`src/rtl/pc_pkg.sv`:
```
// Shared types for the program-counter unit: run/halt state and next-PC source select.
package pc_pkg;

   typedef enum logic {PC_RUN, PC_HALTED} pc_state_t;

   typedef enum logic [2:0] {
      SEL_RET,
      SEL_CALL,
      SEL_JUMP,
      SEL_BRANCH,
      SEL_INC,
      SEL_HOLD
   } pc_sel_t;

   // Fixed priority: ret > call > jump > branch > increment > hold.
   function automatic pc_sel_t pick_sel(input logic ret, input logic call, input logic jump,
                                        input logic pc_src, input logic enable);
      pc_sel_t sel;
      if (ret)         sel = SEL_RET;
      else if (call)   sel = SEL_CALL;
      else if (jump)   sel = SEL_JUMP;
      else if (pc_src) sel = SEL_BRANCH;
      else if (enable) sel = SEL_INC;
      else             sel = SEL_HOLD;
      return sel;
   endfunction

endpackage

```
`src/rtl/pc_unit_ras_stack.sv`:
```
// Circular return-address stack; a push while full overwrites the oldest entry.
module ras_stack #(
   parameter int unsigned ADDR_W    = 5,
   parameter int unsigned RAS_DEPTH = 4
) (
   input  logic              clk,
   input  logic              reset_n,
   input  logic              push,
   input  logic              pop,
   input  logic [ADDR_W-1:0] push_data,
   output logic [ADDR_W-1:0] top,
   output logic              empty,
   output logic              full,
   output logic              overflow,
   output logic              underflow
);

   localparam int unsigned PtrW = $clog2(RAS_DEPTH);
   localparam int unsigned CntW = PtrW + 1;
   localparam logic [CntW-1:0] FullCount = CntW'(RAS_DEPTH);

   logic [ADDR_W-1:0] r_mem [RAS_DEPTH];
   logic [PtrW-1:0]   r_top_ptr;
   logic [CntW-1:0]   r_count;
   logic [PtrW-1:0]   w_push_ptr;

   assign w_push_ptr = r_top_ptr + 1'b1;
   assign empty      = (r_count == '0);
   assign full       = (r_count == FullCount);
   assign top        = r_mem[r_top_ptr];
   assign overflow   = push & full;
   assign underflow  = pop & ~push & empty;

   always_ff @(posedge clk or negedge reset_n) begin
      if (!reset_n) begin
         r_top_ptr <= '1;
         r_count   <= '0;
      end else if (push) begin
         r_top_ptr <= w_push_ptr;
         if (!full) r_count <= r_count + 1'b1;
      end else if (pop && !empty) begin
         r_top_ptr <= r_top_ptr - 1'b1;
         r_count   <= r_count - 1'b1;
      end
   end

   // Contents are don't-care after reset, so the array carries no reset.
   always_ff @(posedge clk) begin
      if (push) r_mem[w_push_ptr] <= push_data;
   end

endmodule

```
`src/rtl/pc_unit.sv`:
```
// Program counter with next-PC priority mux, return-address stack and sticky halt state.
module pc_unit
   import pc_pkg::*;
#(
   parameter int unsigned       ADDR_W     = 5,
   parameter int unsigned       RAS_DEPTH  = 4,
   parameter logic [ADDR_W-1:0] RESET_ADDR = '0
) (
   input  logic              clk,
   input  logic              reset_n,
   input  logic              enable,
   input  logic              pc_src,
   input  logic [ADDR_W-1:0] branch_target,
   input  logic              jump,
   input  logic              call,
   input  logic              ret,
   input  logic [ADDR_W-1:0] jump_target,
   input  logic              halt,
   input  logic              resume,
   output logic [ADDR_W-1:0] curr_inst_addr,
   output logic              halted,
   output logic              ras_empty,
   output logic              ras_full,
   output logic              ras_error
);

   pc_state_t         r_state;
   pc_state_t         w_state_next;
   pc_sel_t           w_sel;
   logic [ADDR_W-1:0] r_pc;
   logic [ADDR_W-1:0] w_pc_next;
   logic [ADDR_W-1:0] w_pc_inc;
   logic [ADDR_W-1:0] w_ras_top;
   logic              w_active;
   logic              w_push;
   logic              w_pop;
   logic              w_overflow;
   logic              w_underflow;
   logic              r_ras_error;

   // Nothing architectural moves in a halt-entry cycle, while halted, or in the resume cycle.
   assign w_active = (r_state == PC_RUN) && !halt;
   assign w_sel    = pick_sel(ret, call, jump, pc_src, enable);
   assign w_pc_inc = r_pc + 1'b1;
   assign w_push   = w_active && (w_sel == SEL_CALL);
   assign w_pop    = w_active && (w_sel == SEL_RET);

   ras_stack #(
      .ADDR_W    (ADDR_W),
      .RAS_DEPTH (RAS_DEPTH)
   ) u_ras (
      .clk       (clk),
      .reset_n   (reset_n),
      .push      (w_push),
      .pop       (w_pop),
      .push_data (w_pc_inc),
      .top       (w_ras_top),
      .empty     (ras_empty),
      .full      (ras_full),
      .overflow  (w_overflow),
      .underflow (w_underflow)
   );

   always_ff @(posedge clk or negedge reset_n) begin
      if (!reset_n) r_state <= PC_RUN;
      else          r_state <= w_state_next;
   end

   always_comb begin
      w_state_next = r_state;
      case (r_state)
         PC_RUN:    if (halt) w_state_next = PC_HALTED;
         PC_HALTED: if (resume && !halt) w_state_next = PC_RUN;
         default:   w_state_next = PC_RUN;
      endcase
   end

   always_comb begin
      halted = (r_state == PC_HALTED);
   end

   always_comb begin
      w_pc_next = r_pc;
      if (w_active) begin
         case (w_sel)
            SEL_RET:    w_pc_next = ras_empty ? w_pc_inc : w_ras_top;
            SEL_CALL:   w_pc_next = jump_target;
            SEL_JUMP:   w_pc_next = jump_target;
            SEL_BRANCH: w_pc_next = branch_target;
            SEL_INC:    w_pc_next = w_pc_inc;
            default:    w_pc_next = r_pc;
         endcase
      end
   end

   always_ff @(posedge clk or negedge reset_n) begin
      if (!reset_n) begin
         r_pc        <= RESET_ADDR;
         r_ras_error <= 1'b0;
      end else begin
         r_pc <= w_pc_next;
         if (w_overflow || w_underflow) r_ras_error <= 1'b1;
      end
   end

   assign curr_inst_addr = r_pc;
   assign ras_error      = r_ras_error;

endmodule

```
`config.mk`:
```
export PLATFORM = sky130hd
export DESIGN_NAME = pc_unit
export DESIGN_NICKNAME = d
export VERILOG_FILES = /design/src/rtl/pc_pkg.sv /design/src/rtl/pc_unit_ras_stack.sv /design/src/rtl/pc_unit.sv
export SDC_FILE = /design/constraint.sdc
export NUM_CORES = 1
export LEC_CHECK = 0
export CAP_MARGIN = 20
export CORE_MARGIN = 3
export CORE_UTILIZATION = 45
export CTS_CLUSTER_SIZE = 24
export DETAILED_ROUTE_END_ITERATION = 10
export DONT_BUFFER_PORTS = 1
export PLACE_DENSITY = 0.7
export SLEW_MARGIN = 25
export SYNTH_ARGS = -nofsm -noshare
export SYNTH_HDL_FRONTEND = slang
export SYNTH_SLANG_ARGS = --single-unit
```
`constraint.sdc`:
```
create_clock -name clk -period 5.45 [get_ports clk]
set_clock_uncertainty 0.1 [all_clocks]
set_input_delay 1.09 -clock clk [delete_from_list [all_inputs] [get_ports clk]]
set_output_delay 1.09 -clock clk [all_outputs]
set_load 0.02 [all_outputs]
```
-- Word-level counts from Yosys, hierarchy flattened
Memory sizes are Yosys's and may differ from the RTL's.
Index checks and enable logic that the tools add are counted.
- bits in registers: 12
- latch bits: 0
- bits in writable memories: 20
- bits in read-only memories: 0
- bits of input ports: 19
- output and inout port bits: 9
- memories: 1
- add/sub/neg operators: 5
- multipliers: 0
- divide/modulo/power cells: 0
- magnitude comparators: 0
- equal/unequal tests: 6
- shifts and indexed selects: 0
- muxes and demuxes: 17
- bitwise operators: 5
- reduce and logical (&&, ||, !) cells: 15
- memory list (memory ; depth ; width ; read ports ; clocked after Yosys merged registers in ; write ports ; line ; source):
    u_ras.r_mem ; 4 ; 5 ; 1 ; 0 ; 1 ; pc_unit_ras_stack.sv:22 ; logic [ADDR_W-1:0] r_mem [RAS_DEPTH];
- operators with widths (operator ; number):
    3-bit 2-to-1 mux ; 7
    5-bit one-hot mux with 4 select lines ; 1
    3-bit by 2-bit equality test with 1-bit output (second input constant) ; 2
    3-bit equality test (second input constant) ; 2
    3-bit zero test ; 2
    5-bit by 1-bit adder with 5-bit output (second input constant) ; 1
    1-bit logical AND ; 5
    1-bit 2-to-1 mux ; 5
    5-bit 2-to-1 mux ; 1
    2-bit 2-to-1 mux ; 2
    2-bit AND reduction ; 2
    4-bit nonzero test ; 1
    3-bit by 1-bit adder with 3-bit output (second input constant) ; 1
    1-bit bitwise AND ; 3
    3-bit by 1-bit equality test with 1-bit output (second input constant) ; 1
    3-bit by 1-bit subtractor with 3-bit output (second input constant) ; 1
    2-bit by 1-bit adder with 2-bit output (second input constant) ; 1
    1-bit zero test ; 2
    2-bit != test (second input constant) ; 1
    1-bit NOT ; 2
    1-bit one-hot mux with 2 select lines ; 1
    2-bit nonzero test ; 1
    2-bit OR reduction ; 1
    2-bit by 1-bit subtractor with 2-bit output (second input constant) ; 1
    1-bit logical OR ; 1

-- Depth between registers and ports, before layout
Gate-level depths: netlist of the first run.
- word-level depth: 11
- mapped depth: 7
- mapped depth without buffers: 6

-- By module
A second synthesis of the first run with hierarchy kept.
- cell total of the unflattened synthesis: 137
- area, all modules: 1709.1 µm²
- modules (own cells, without submodules) (module ; instances ; cells an instance ; area each (µm²)):
    ras_stack ; 1 ; 72 ; 1129.8
    pc_unit ; 1 ; 65 ; 579.3

-- Worst setup path before layout of the first run
Ideal clock, no wire load.
- kind: input port to flip-flop
- start: input port ret
- end: register u_ras.r_count[2]
- setup time: 124 ps
- data arrival time: 2454 ps
- required time: 5226 ps
- path slack: 2773 ps
- stages: 7
- buffers on the path: 1
- cell sequence: buf_2 > nor4b_4 > inv_1 > fa_1 > xnor2_1 > nand3_1 > xnor2_1
- longest elaborated chain between the ends: 6
- elaborated cells between the ends (all ways): 10
- RTL lines (element ; line ; source):
    from (decl) ; pc_unit.sv:16 ; input logic ret,
    3-bit 2-to-1 mux * ; pc_pkg.sv:19 ; if (ret) sel = SEL_RET;
    3-bit zero test ; pc_unit.sv:46 ; assign w_pop = w_active && (w_sel == SEL_RET);
    1-bit logical AND ; pc_unit.sv:46 ;
    1-bit logical AND ; pc_unit_ras_stack.sv:41 ; end else if (pop && !empty) begin
    2-bit nonzero test (no line) ; -- ;
    2-bit AND reduction (no line) ; -- ;
    to (signal assigned) ; pc_unit_ras_stack.sv:40 ; if (!full) r_count <= r_count + 1'b1;
    to (signal assigned) ; pc_unit_ras_stack.sv:43 ; r_count <= r_count - 1'b1;
    to (decl) ; pc_unit_ras_stack.sv:24 ; logic [CntW-1:0] r_count;
Mark *: on every way between the ends. The rest lies on a longest branch, timed or not.
A chain may end at the register's enable or synchronous reset.

-- Worst setup path after layout of the first run
- start: register u_ras.r_count[1]
- end: output port ras_empty
- longest elaborated chain between the ends: 1
- RTL lines (element ; line ; source):
    3-bit zero test ; pc_unit_ras_stack.sv:28 ; assign empty = (r_count == '0);
    to (decl) ; pc_unit.sv:22 ; output logic ras_empty,
Every way passes these cells.

==> results of run 1 <==
-- through the flow --
stage               total power [W]  std cells  utilization  instance area, um2  hold slack [ps]
finish                     0.000911        188        0.510                1920              403
global placement           0.000681        180        0.480                1810              412
CTS                        0.000919        188        0.510                1920              394
floorplan                  0.000642        140            -                1800              392
detailed placement         0.000695        180        0.480                1810              429
global route               0.000973        188        0.510                1920              384
-- critical path: stages (launching register included) --
cell	delay, ps
dfrtp_1	440
or3_1	560
inv_6	180
-- power by group through the flow --
stage / logic, W / registers [W] / clock network (W)
after floorplan: 0.000246 / 0.000396 / 0
after global placement: 0.000253 / 0.000427 / 0
after detailed placement: 0.000265 / 0.000430 / 0
after CTS: 0.000268 / 0.000425 / 0.000227
after global routing: 0.000300 / 0.000433 / 0.000240
final: 0.000265 / 0.000424 / 0.000222
-- final timing paths --
kind	startpoint	endpoint	slack (ps)
max reg2reg	curr_inst_addr[0]	curr_inst_addr[4]	3150
min	reset_n	curr_inst_addr[2]	400
min in group clk	u_ras.r_count[2]	u_ras.r_count[2]	440
max	u_ras.r_count[1]	ras_empty	2790
min reg2reg	u_ras.r_count[2]	u_ras.r_count[2]	440
max in group asynchronous	reset_n	u_ras.r_top_ptr[0]	4680
-- state kept, by name, summed over array words and instances, names as in the netlist --
signal and count:
ras_error 1, u_ras.r_top_ptr 2, u_ras.r_mem 20, u_ras.r_count 3, halted 1, curr_inst_addr 5
-- cell type report --
class / instances / share of cell area
flip-flops and latches: 32 / 0.470
multi-input cells: 90 / 0.419
clock buffers: 5 / 0.0358
well taps: 48 / 0.0313
clock inverters: 3 / 0.0221
inverters: 10 / 0.0221
-- layout by cell type (no fill, tap or decap), types with 4 or more instances in the layout --
master    instances
nand3_1           5
clkbuf_8          5
inv_1             9
xnor2_1           5
and2_1            4
a31oi_1           4
ha_1              5
edfxtp_1         20
nand2_1           4
dfrtp_1          10
a21oi_1           4
o21a_1            5
nor2_1            4
o211ai_1          5
-- cell families (layout without fill, tap and decap cells) --
kind of cell | count (synthesis) | in the layout | synth area share
compound gates | 41 | 41 | 0.181
xor+xnor | 7 | 7 | 0.0341
fa+ha+maj | 6 | 6 | 0.0459
buf+inv | 18 | 18 | 0.0514
flops | 32 | 32 | 0.502
mux | 7 | 7 | 0.0806
simple gates | 29 | 29 | 0.106
-- per-layer routing --
layer  GRT usage  up-vias  part of all wire  wire [um]
li1            -      536                 -          -
met1       0.190      563              0.44       1470
met2       0.234       49              0.47       1570
met3      0.0580        6             0.083        278
met4      0.0586        0             0.010         35
met5           0        -                 0          0
==> results.sh, run 1 <==
export IMPL_post_synth_top_count_cell="edfxtp_1"
export IMPL_leakage_nw=0.674
export IMPL_relSlewSlack=0.472
export IMPL_gp_congestion=0.808
export IMPL_worst_pin_slew_ps=790
export IMPL_p_clk_frac=0.244
export IMPL_io_pins=28
export IMPL_wl_mm=3.35
export IMPL_grt_first_pass_wirelength_mm=5.73
export IMPL_cap_viol_max_count=0
export IMPL_ys_types=51
export IMPL_synth_area_leaders="edfxtp_1 33%, dfrtp_1 14%, mux4_1 4.4%"
export IMPL_cts_root_buf="clkbuf_8"
export IMPL_hold_class="primary input to asynchronous set/reset pin"
export IMPL_final_hold_viol_count=0
export IMPL_die_x_um=69.3
export IMPL_syn_area_per_cell_um2=12.9
export IMPL_fp_row_count=22
export IMPL_vias=1154
export IMPL_cp_arrival_ps=1470
export IMPL_grt_pass1_vias=1215
export IMPL_cts_max_path_buffers=2
export IMPL_grt_max_degree=20
export IMPL_vias_per_cell=6.14
export IMPL_status="complete, no violations"
export IMPL_yosysSeqAreaShare=0.502
export IMPL_cts_sinks=32
export IMPL_multiInputGateArea_um2=805
export IMPL_drive_above_1_share=0.164
export IMPL_io_buffers=0
export IMPL_fmax_mhz=376
export IMPL_ys_warn_count=0
export IMPL_dp_slack_ps=2820
export IMPL_period_minus_slack_ps=2660
export IMPL_synthTopCellsByCount="20 x edfxtp_1, 10 x dfrtp_1, 9 x inv_1"
export IMPL_yosysTopAreaCellShare=0.334
export IMPL_drc_errors=0
export IMPL_fin_ws_ps=2790
export IMPL_tns_ps=0
export IMPL_antenna_found_initial=0
export IMPL_p_per_area_nw_per_um2=474
export IMPL_initial_core_util=0.477
export IMPL_clk_pin_slew_worst_paths_ps=70
export IMPL_insertedDiodeCount=0
export IMPL_cts_max_level=2
export IMPL_syn_inst=140
export IMPL_synth_main_ff_cell="edfxtp_1"
export IMPL_synth_top_cell_by_area="edfxtp_1"
export IMPL_clock_latency_ps=270
export IMPL_cts_buffers=5
export IMPL_max_vdd_ir_drop_mv=0.220
export IMPL_grt_ovfl_total=0
export IMPL_cts_tree="done"
export IMPL_period_share=0.488
export IMPL_wl_per_cell_um=17.8
export IMPL_rsz0062_at_grt="false"
export IMPL_final_max_slew_viol_count=0
export IMPL_die_y_um=69.3
export IMPL_crit_type="flop to output port"
export IMPL_async_flop_share=0.375
export IMPL_cts_resized=0
export IMPL_dr_pass1_iters=4
export IMPL_critPathMaxFanout=9
export IMPL_hpwl_mm=2.53
export IMPL_grt_usage=0.151
export IMPL_nFillCells=318
export IMPL_finalSetupViolCount=0
export IMPL_postRouteAntennaNets=0
export IMPL_worstRegToRegCells=5
export IMPL_switching_power_w=0.000321
export IMPL_nNetsFinal=164
export IMPL_share_seq_of_total_power=0.465
export IMPL_pwr_share_comb=0.291
export IMPL_drt_first_iter_violations=103
export IMPL_coreArea_um2=3770
export IMPL_endpoint_kind="output port"
export IMPL_synth_edf_count=20
export IMPL_cp_data_required_time_ps=4260
export IMPL_crit_path_start_kind="flop"
export IMPL_p_int_w=0.000590
export IMPL_swShare=0.352
export IMPL_ys_seq_elements=32
export IMPL_synth_area_um2=1800
export IMPL_dieArea_um2=4800
export IMPL_synthToLayoutAreaGrowth_pct=6.74
export IMPL_seq_area_um2=903
export IMPL_syn_nets=165
export IMPL_hold_buffers=0
export IMPL_postCtsSetupBuffers=0
Note: power is estimated with default switching activity, not from simulation.
==> run 2, diff against run 1 <==
==> constraint.sdc (replaced) <==
create_clock -name clk -period 2.48 [get_ports clk]
set_clock_uncertainty 0.1 [all_clocks]
set_input_delay 0.496 -clock clk [delete_from_list [all_inputs] [get_ports clk]]
set_output_delay 0.496 -clock clk [all_outputs]
set_load 0.02 [all_outputs]
==> run 2 against run 1 <==
Effect of this change:
- worst hold slack worse by 240 ps
- sequential power up 120%
- global-route usage up 0.34 points
- worst setup slack worse by 2400 ps
- clock power up 68%
- non-clock buffer count up 4
- combinational power up 130%
- sequential share of layout area down 0.092 points
- critical path depth up 4
- critical path type is now flop to flop
==> results.sh, run 2 (same netlist as run 1, synthesis figures left out) <==
export IMPL_status="complete, no violations"
export IMPL_cpPeakStageDelay_ps=520
export IMPL_multiInputGateArea_um2=805
export IMPL_final_util=0.511
export IMPL_clock_latency_ps=280
export IMPL_worst_pin_slew_ps=552
export IMPL_cp_common_cell="xnor2_1"
export IMPL_fmax_mhz=483
export IMPL_final_common_cell="edfxtp_1"
export IMPL_grt_first_pass_wirelength_mm=5.89
export IMPL_max_vdd_ir_drop_mv=0.366
export IMPL_synthToLayoutAreaGrowth_pct=6.95
export IMPL_rsz0062_at_grt="false"
export IMPL_leakage_nw=0.685
export IMPL_grt_max_degree=20
export IMPL_drive_above_1_share=0.174
export IMPL_slowest_stage="dfrtp_1"
export IMPL_top_register="u_ras.r_mem"
export IMPL_crit_type="flop to flop"
export IMPL_antenna_found_initial=0
export IMPL_vias=1150
export IMPL_critPathMaxFanout=6
export IMPL_relSlewSlack=0.631
export IMPL_hold_class="primary input to flop"
export IMPL_io_pins=28
export IMPL_p_per_area_nw_per_um2=989
export IMPL_wl_per_cell_um=18.3
export IMPL_final_hold_viol_count=0
export IMPL_grt_usage=0.154
export IMPL_insertedDiodeCount=0
export IMPL_cts_sinks=32
export IMPL_cts_max_path_buffers=2
export IMPL_path_buf_inv=1
export IMPL_final_max_slew_viol_count=0
export IMPL_period_minus_slack_ps=2070
export IMPL_crit_path_start_kind="flop"
export IMPL_layout_common_cells="20 x edfxtp_1, 10 x dfrtp_1, 9 x inv_1"
export IMPL_drt_first_iter_violations=76
export IMPL_cts_tree="done"
export IMPL_grt_pass1_vias=1205
export IMPL_period_share=0.835
export IMPL_cp_data_required_time_ps=2540
export IMPL_vias_per_cell=5.99
export IMPL_fp_row_count=22
export IMPL_postRouteAntennaNets=0
export IMPL_cts_resized=0
export IMPL_drc_errors=0
export IMPL_nNetsFinal=168
export IMPL_clk_pin_slew_worst_paths_ps=70
export IMPL_seq_area_um2=903
export IMPL_nFillCells=333
export IMPL_endpoint_kind="flop"
export IMPL_cts_buffers=5
export IMPL_finalSetupViolCount=0
export IMPL_dieArea_um2=4800
export IMPL_crit_family="simple AND/OR/NAND/NOR gates"
export IMPL_crit_chain="nor4b_4 > inv_1 > fa_1 > xnor2_1 > nand3_1 > xnor2_1"
export IMPL_hpwl_mm=2.65
export IMPL_cp_arrival_ps=2130
export IMPL_tns_ps=0
export IMPL_grt_ovfl_total=0
export IMPL_coreArea_um2=3770
export IMPL_io_buffers=0
export IMPL_cts_root_buf="clkbuf_8"
export IMPL_cts_max_level=2
export IMPL_dr_pass1_iters=4
export IMPL_wl_mm=3.51
export IMPL_die_x_um=69.3
export IMPL_largest_reg_flops=20
export IMPL_gp_congestion=0.829
export IMPL_die_y_um=69.3
export IMPL_initial_core_util=0.477
export IMPL_cap_viol_max_count=0
run 2: worst register-to-register path, cell delays in order, from the launching register on:
cell and delay (ps):
dfrtp_1 520, nor4b_4 430, inv_1 100, fa_1 390
xnor2_1 160, nand3_1 100, xnor2_1 150
run 2: cell type report:
cell class                 instances  share of cell area
inverter                          10              0.0221
sequential                        32               0.469
tap                               48              0.0312
multi-input combinational         90               0.418
clock inverter                     3             0.00715
clock buffer                       5              0.0357
timing repair buffer               4              0.0169
run 2: stage by stage:
| stage | area, um2 | total power, W | instances | hold WS [ps] | worst slack (ps) |
|---|---|---|---|---|---|
| finish | 1930 | 0.00190 | 192 | 164 | 410 |
| global route | 1930 | 0.00204 | 192 | 158 | 278 |
| CTS | 1930 | 0.00192 | 192 | 156 | 400 |
| detailed placement | 1830 | 0.00154 | 183 | 101 | 406 |
| global placement | 1830 | 0.00151 | 183 | 101 | 485 |
| floorplan | 1800 | 0.00141 | 140 | 100 | 397 |
run 2: power by group:
part           switching (W)  total [W]  leakage (nW)  internal (W)
combinational       0.000316   0.000606         0.325      0.000290
sequential          0.000196   0.000925         0.314      0.000729
clock               0.000182   0.000372        0.0453      0.000190
total               0.000695    0.00190         0.685       0.00121
run 2: timing repair:
action	4_1_cts	5_1_grt
endpoints found under the hold margin	12	0
buffers inserted	0	0
hold buffers	1	0
run 2: path summary, 6_finish.rpt:
| kind | from | to | slack [ps] | cells past startpoint |
|---|---|---|---|---|
| max | halted | u_ras.r_count[2] | 410 | 6 |
| min | ret | u_ras.r_top_ptr[1] | 160 | 1 |
| max reg2reg | halted | u_ras.r_count[2] | 410 | 6 |
| min reg2reg | u_ras.r_count[2] | u_ras.r_count[2] | 460 | 1 |
| max in group asynchronous | reset_n | u_ras.r_top_ptr[0] | 1370 | 1 |
| min in group asynchronous | reset_n | u_ras.r_count[2] | 540 | 1 |
run 2: routing by layer:
metal,GRT usage,vias up,share of wire
li1,-,546,-
met1,0.189,560,0.41
met2,0.260,40,0.50
met3,0.0536,4,0.079
met4,0.0390,0,0.0063
met5,0,-,0
==> run 3, diff against run 2 <==
--- a/config.mk
+++ b/config.mk
@@ -5,13 +5,14 @@
 export SDC_FILE = /design/constraint.sdc
 export NUM_CORES = 1
 export LEC_CHECK = 0
+export ABC_AREA = 1
 export CAP_MARGIN = 20
 export CORE_MARGIN = 3
 export CORE_UTILIZATION = 45
 export CTS_CLUSTER_SIZE = 24
 export DETAILED_ROUTE_END_ITERATION = 10
 export DONT_BUFFER_PORTS = 1
-export PLACE_DENSITY = 0.7
+export PLACE_DENSITY = 0.72
 export SLEW_MARGIN = 25
 export SYNTH_ARGS = -nofsm -noshare
 export SYNTH_HDL_FRONTEND = slang
==> constraint.sdc (replaced) <==
create_clock -name clk -period 1.9 [get_ports clk]
set_clock_uncertainty 0.1 [all_clocks]
set_input_delay 0.38 -clock clk [delete_from_list [all_inputs] [get_ports clk]]
set_output_delay 0.38 -clock clk [all_outputs]
set_load 0.02 [all_outputs]
==> run 3 against run 2 <==
Effect of this change:
- maximum frequency up 20%
- first-iteration DRC count decreased by 30%
- area after synthesis rose by 1.9%
- design area grew 6.3%
- largest power group unchanged
- final cell count up 40%
- via count grew 18%
- core utilization grew 2.8 points
- power increased by 46%
- worst hold slack lost 86 ps
- non-clock buffer count grew 2
- routed wire length up 4.9%
==> results.sh, run 3 <==
export IMPL_worstRegToRegCells=4
export IMPL_synthTopCellsByCount="59 x nand2_1, 40 x nand3_1, 28 x inv_1"
export IMPL_coreArea_um2=3800
export IMPL_drive_above_1_share=0.177
export IMPL_yosysTopAreaCellShare=0.327
export IMPL_wl_mm=3.69
export IMPL_syn_area_per_cell_um2=8.82
export IMPL_layout_common_cells="58 x nand2_1, 40 x nand3_1, 27 x inv_1"
export IMPL_cts_buffers=5
export IMPL_hold_class="primary input to flop"
export IMPL_die_x_um=69.9
export IMPL_io_pins=28
export IMPL_insertedDiodeCount=0
export IMPL_grt_usage=0.163
export IMPL_synth_area_leaders="edfxtp_1 33%, dfrtp_1 14%, nand2_1 12%"
export IMPL_status="complete, no violations"
export IMPL_crit_chain="inv_1 > ha_1 > inv_1 > nor2_1"
export IMPL_leakage_nw=0.916
export IMPL_cp_common_cell="inv_1"
export IMPL_synth_area_um2=1840
export IMPL_wl_per_cell_um=13.8
export IMPL_rsz0062_at_grt="false"
export IMPL_drc_errors=0
export IMPL_final_common_cell="nand2_1"
export IMPL_fmax_mhz=579
export IMPL_final_hold_viol_count=0
export IMPL_initial_core_util=0.483
export IMPL_antenna_found_initial=0
export IMPL_postRouteAntennaNets=0
export IMPL_grt_ovfl_total=0
export IMPL_synthToLayoutAreaGrowth_pct=11.5
export IMPL_synth_main_ff_cell="edfxtp_1"
export IMPL_die_y_um=69.9
export IMPL_synth_top_cell_by_area="edfxtp_1"
export IMPL_synth_edf_count=20
export IMPL_cts_max_path_buffers=2
export IMPL_ys_seq_elements=32
export IMPL_nFillCells=369
export IMPL_io_buffers=0
export IMPL_tns_ps=0
export IMPL_critPathMaxFanout=14
export IMPL_cts_sinks=32
export IMPL_cp_data_required_time_ps=1740
export IMPL_p_per_area_nw_per_um2=1360
export IMPL_cts_max_level=2
export IMPL_cts_tree="done"
export IMPL_ys_warn_count=0
export IMPL_grt_pass1_vias=1312
export IMPL_top_register="u_ras.r_mem"
export IMPL_ys_types=27
export IMPL_cpPeakStageDelay_ps=440
export IMPL_syn_inst=208
export IMPL_syn_nets=233
export IMPL_async_flop_share=0.375
export IMPL_cap_viol_max_count=0
export IMPL_dr_pass1_iters=4
export IMPL_crit_path_start_kind="flop"
export IMPL_relSlewSlack=0.603
export IMPL_slowest_stage="dfstp_2"
export IMPL_yosysSeqAreaShare=0.492
export IMPL_clk_pin_slew_worst_paths_ps=70
export IMPL_drt_first_iter_violations=53
export IMPL_post_synth_top_count_cell="nand2_1"
export IMPL_period_minus_slack_ps=1730
export IMPL_finalSetupViolCount=0
export IMPL_worst_pin_slew_ps=594
export IMPL_max_vdd_ir_drop_mv=0.522
export IMPL_fp_row_count=22
export IMPL_timing_hold_ws_ps=77.8
export IMPL_crit_type="flop to flop"
export IMPL_vias=1362
export IMPL_final_max_slew_viol_count=0
export IMPL_dieArea_um2=4880
export IMPL_cp_arrival_ps=1570
export IMPL_nNetsFinal=244
export IMPL_clock_latency_ps=280
export IMPL_grt_max_degree=15
export IMPL_gp_congestion=0.831
export IMPL_largest_reg_flops=20
export IMPL_min_path_cells=1
export IMPL_endpoint_kind="flop"
export IMPL_vias_per_cell=5.08
export IMPL_hpwl_mm=2.93
export IMPL_period_share=0.909
export IMPL_grt_first_pass_wirelength_mm=6.11
export IMPL_cts_root_buf="clkbuf_8"
==> run 3: changes by cell type after synthesis, moves of 5 or more <==
cell	change
inv_1	+19
o211ai_1	-5
xnor2_1	-5
nand2_1	+55
o21a_1	-5
nand3_1	+35
==> run 3: worst paths after layout <==
| check | from | to | slack, ps |
|---|---|---|---|
| setup / recovery | u_ras.r_top_ptr[0] | u_ras.r_mem[1][1] | 170 |
| hold / removal | resume | halted | 80 |
| setup reg to reg | u_ras.r_top_ptr[0] | u_ras.r_mem[1][1] | 170 |
| hold reg to reg | u_ras.r_count[2] | u_ras.r_count[2] | 410 |
| max in group asynchronous | reset_n | curr_inst_addr[0] | 870 |
| min in group asynchronous | reset_n | u_ras.r_count[0] | 440 |
==> run 3: repair_timing <==
| action | in CTS | in global routing |
|---|---|---|
| gates resized for setup | 0 | 2 |
| setup buffers | 0 | 0 |
| setup endpoints to repair | 0 | 1 |
| hold endpoints to repair | 12 | 0 |
| hold buffers | 1 | 0 |
==> run 3: cell families after synthesis <==
| family | Yosys count | synth area share |
|---|---|---|
| flip-flops | 32 | 0.492 |
| buffers and inverters | 33 | 0.0702 |
| AND/OR/NAND/NOR | 125 | 0.335 |
| AO/OA/AOI/OAI | 7 | 0.0293 |
| adder cells (fa/ha/maj) | 6 | 0.0450 |
| XOR/XNOR | 5 | 0.0279 |
==> run 3: report_power, final <==
| part | switching (W) | internal [W] |
|---|---|---|
| clock network | 0.000237 | 0.000389 |
| logic | 0.000669 | 0.000335 |
| registers | 0.000209 | 0.000949 |
==> run 3: area by class of cell <==
| cell class | count | area (um2) | area share |
|---|---|---|---|
| Clock buffer | 6 | 72.6 | 0.0355 |
| Clock inverter | 2 | 35.0 | 0.0171 |
| Inverter | 31 | 123 | 0.0599 |
| Multi-Input combinational cell | 143 | 806 | 0.394 |
| Sequential cell | 32 | 903 | 0.441 |
| Tap cell | 48 | 60.1 | 0.0293 |
| Timing Repair Buffer | 6 | 47.5 | 0.0232 |
==> run 3: metal layers <==
metal  share of wire  global-route usage  vias to the layer above
met5               0                   0                        -
met1            0.42               0.203                      618
met4           0.013              0.0511                        0
met2            0.51               0.270                       39
met3           0.065              0.0518                        6
li1                -                   -                      699
==> run 3: worst max-delay path, delay by kind of cell, from the launching register on <==
| kind | cells | cell delay [ps] |
|---|---|---|
| buffers and inverters | 2 | 330 |
| flip-flops | 1 | 440 |
| AND/OR/NAND/NOR | 1 | 320 |
| adder cells (fa/ha/maj) | 1 | 200 |
==> run 3: per-stage QoR <==
stage,utilization,total power (W),setup slack [ps],instance area [um2],std cells
after floorplan,-,0.00187,84.2,1840,208
after global placement,0.506,0.00213,217,1920,259
after detailed placement,0.506,0.00216,150,1920,259
after CTS,0.537,0.00281,11.0,2040,268
after global routing,0.539,0.00302,26.5,2050,268
final,0.539,0.00279,173,2050,268
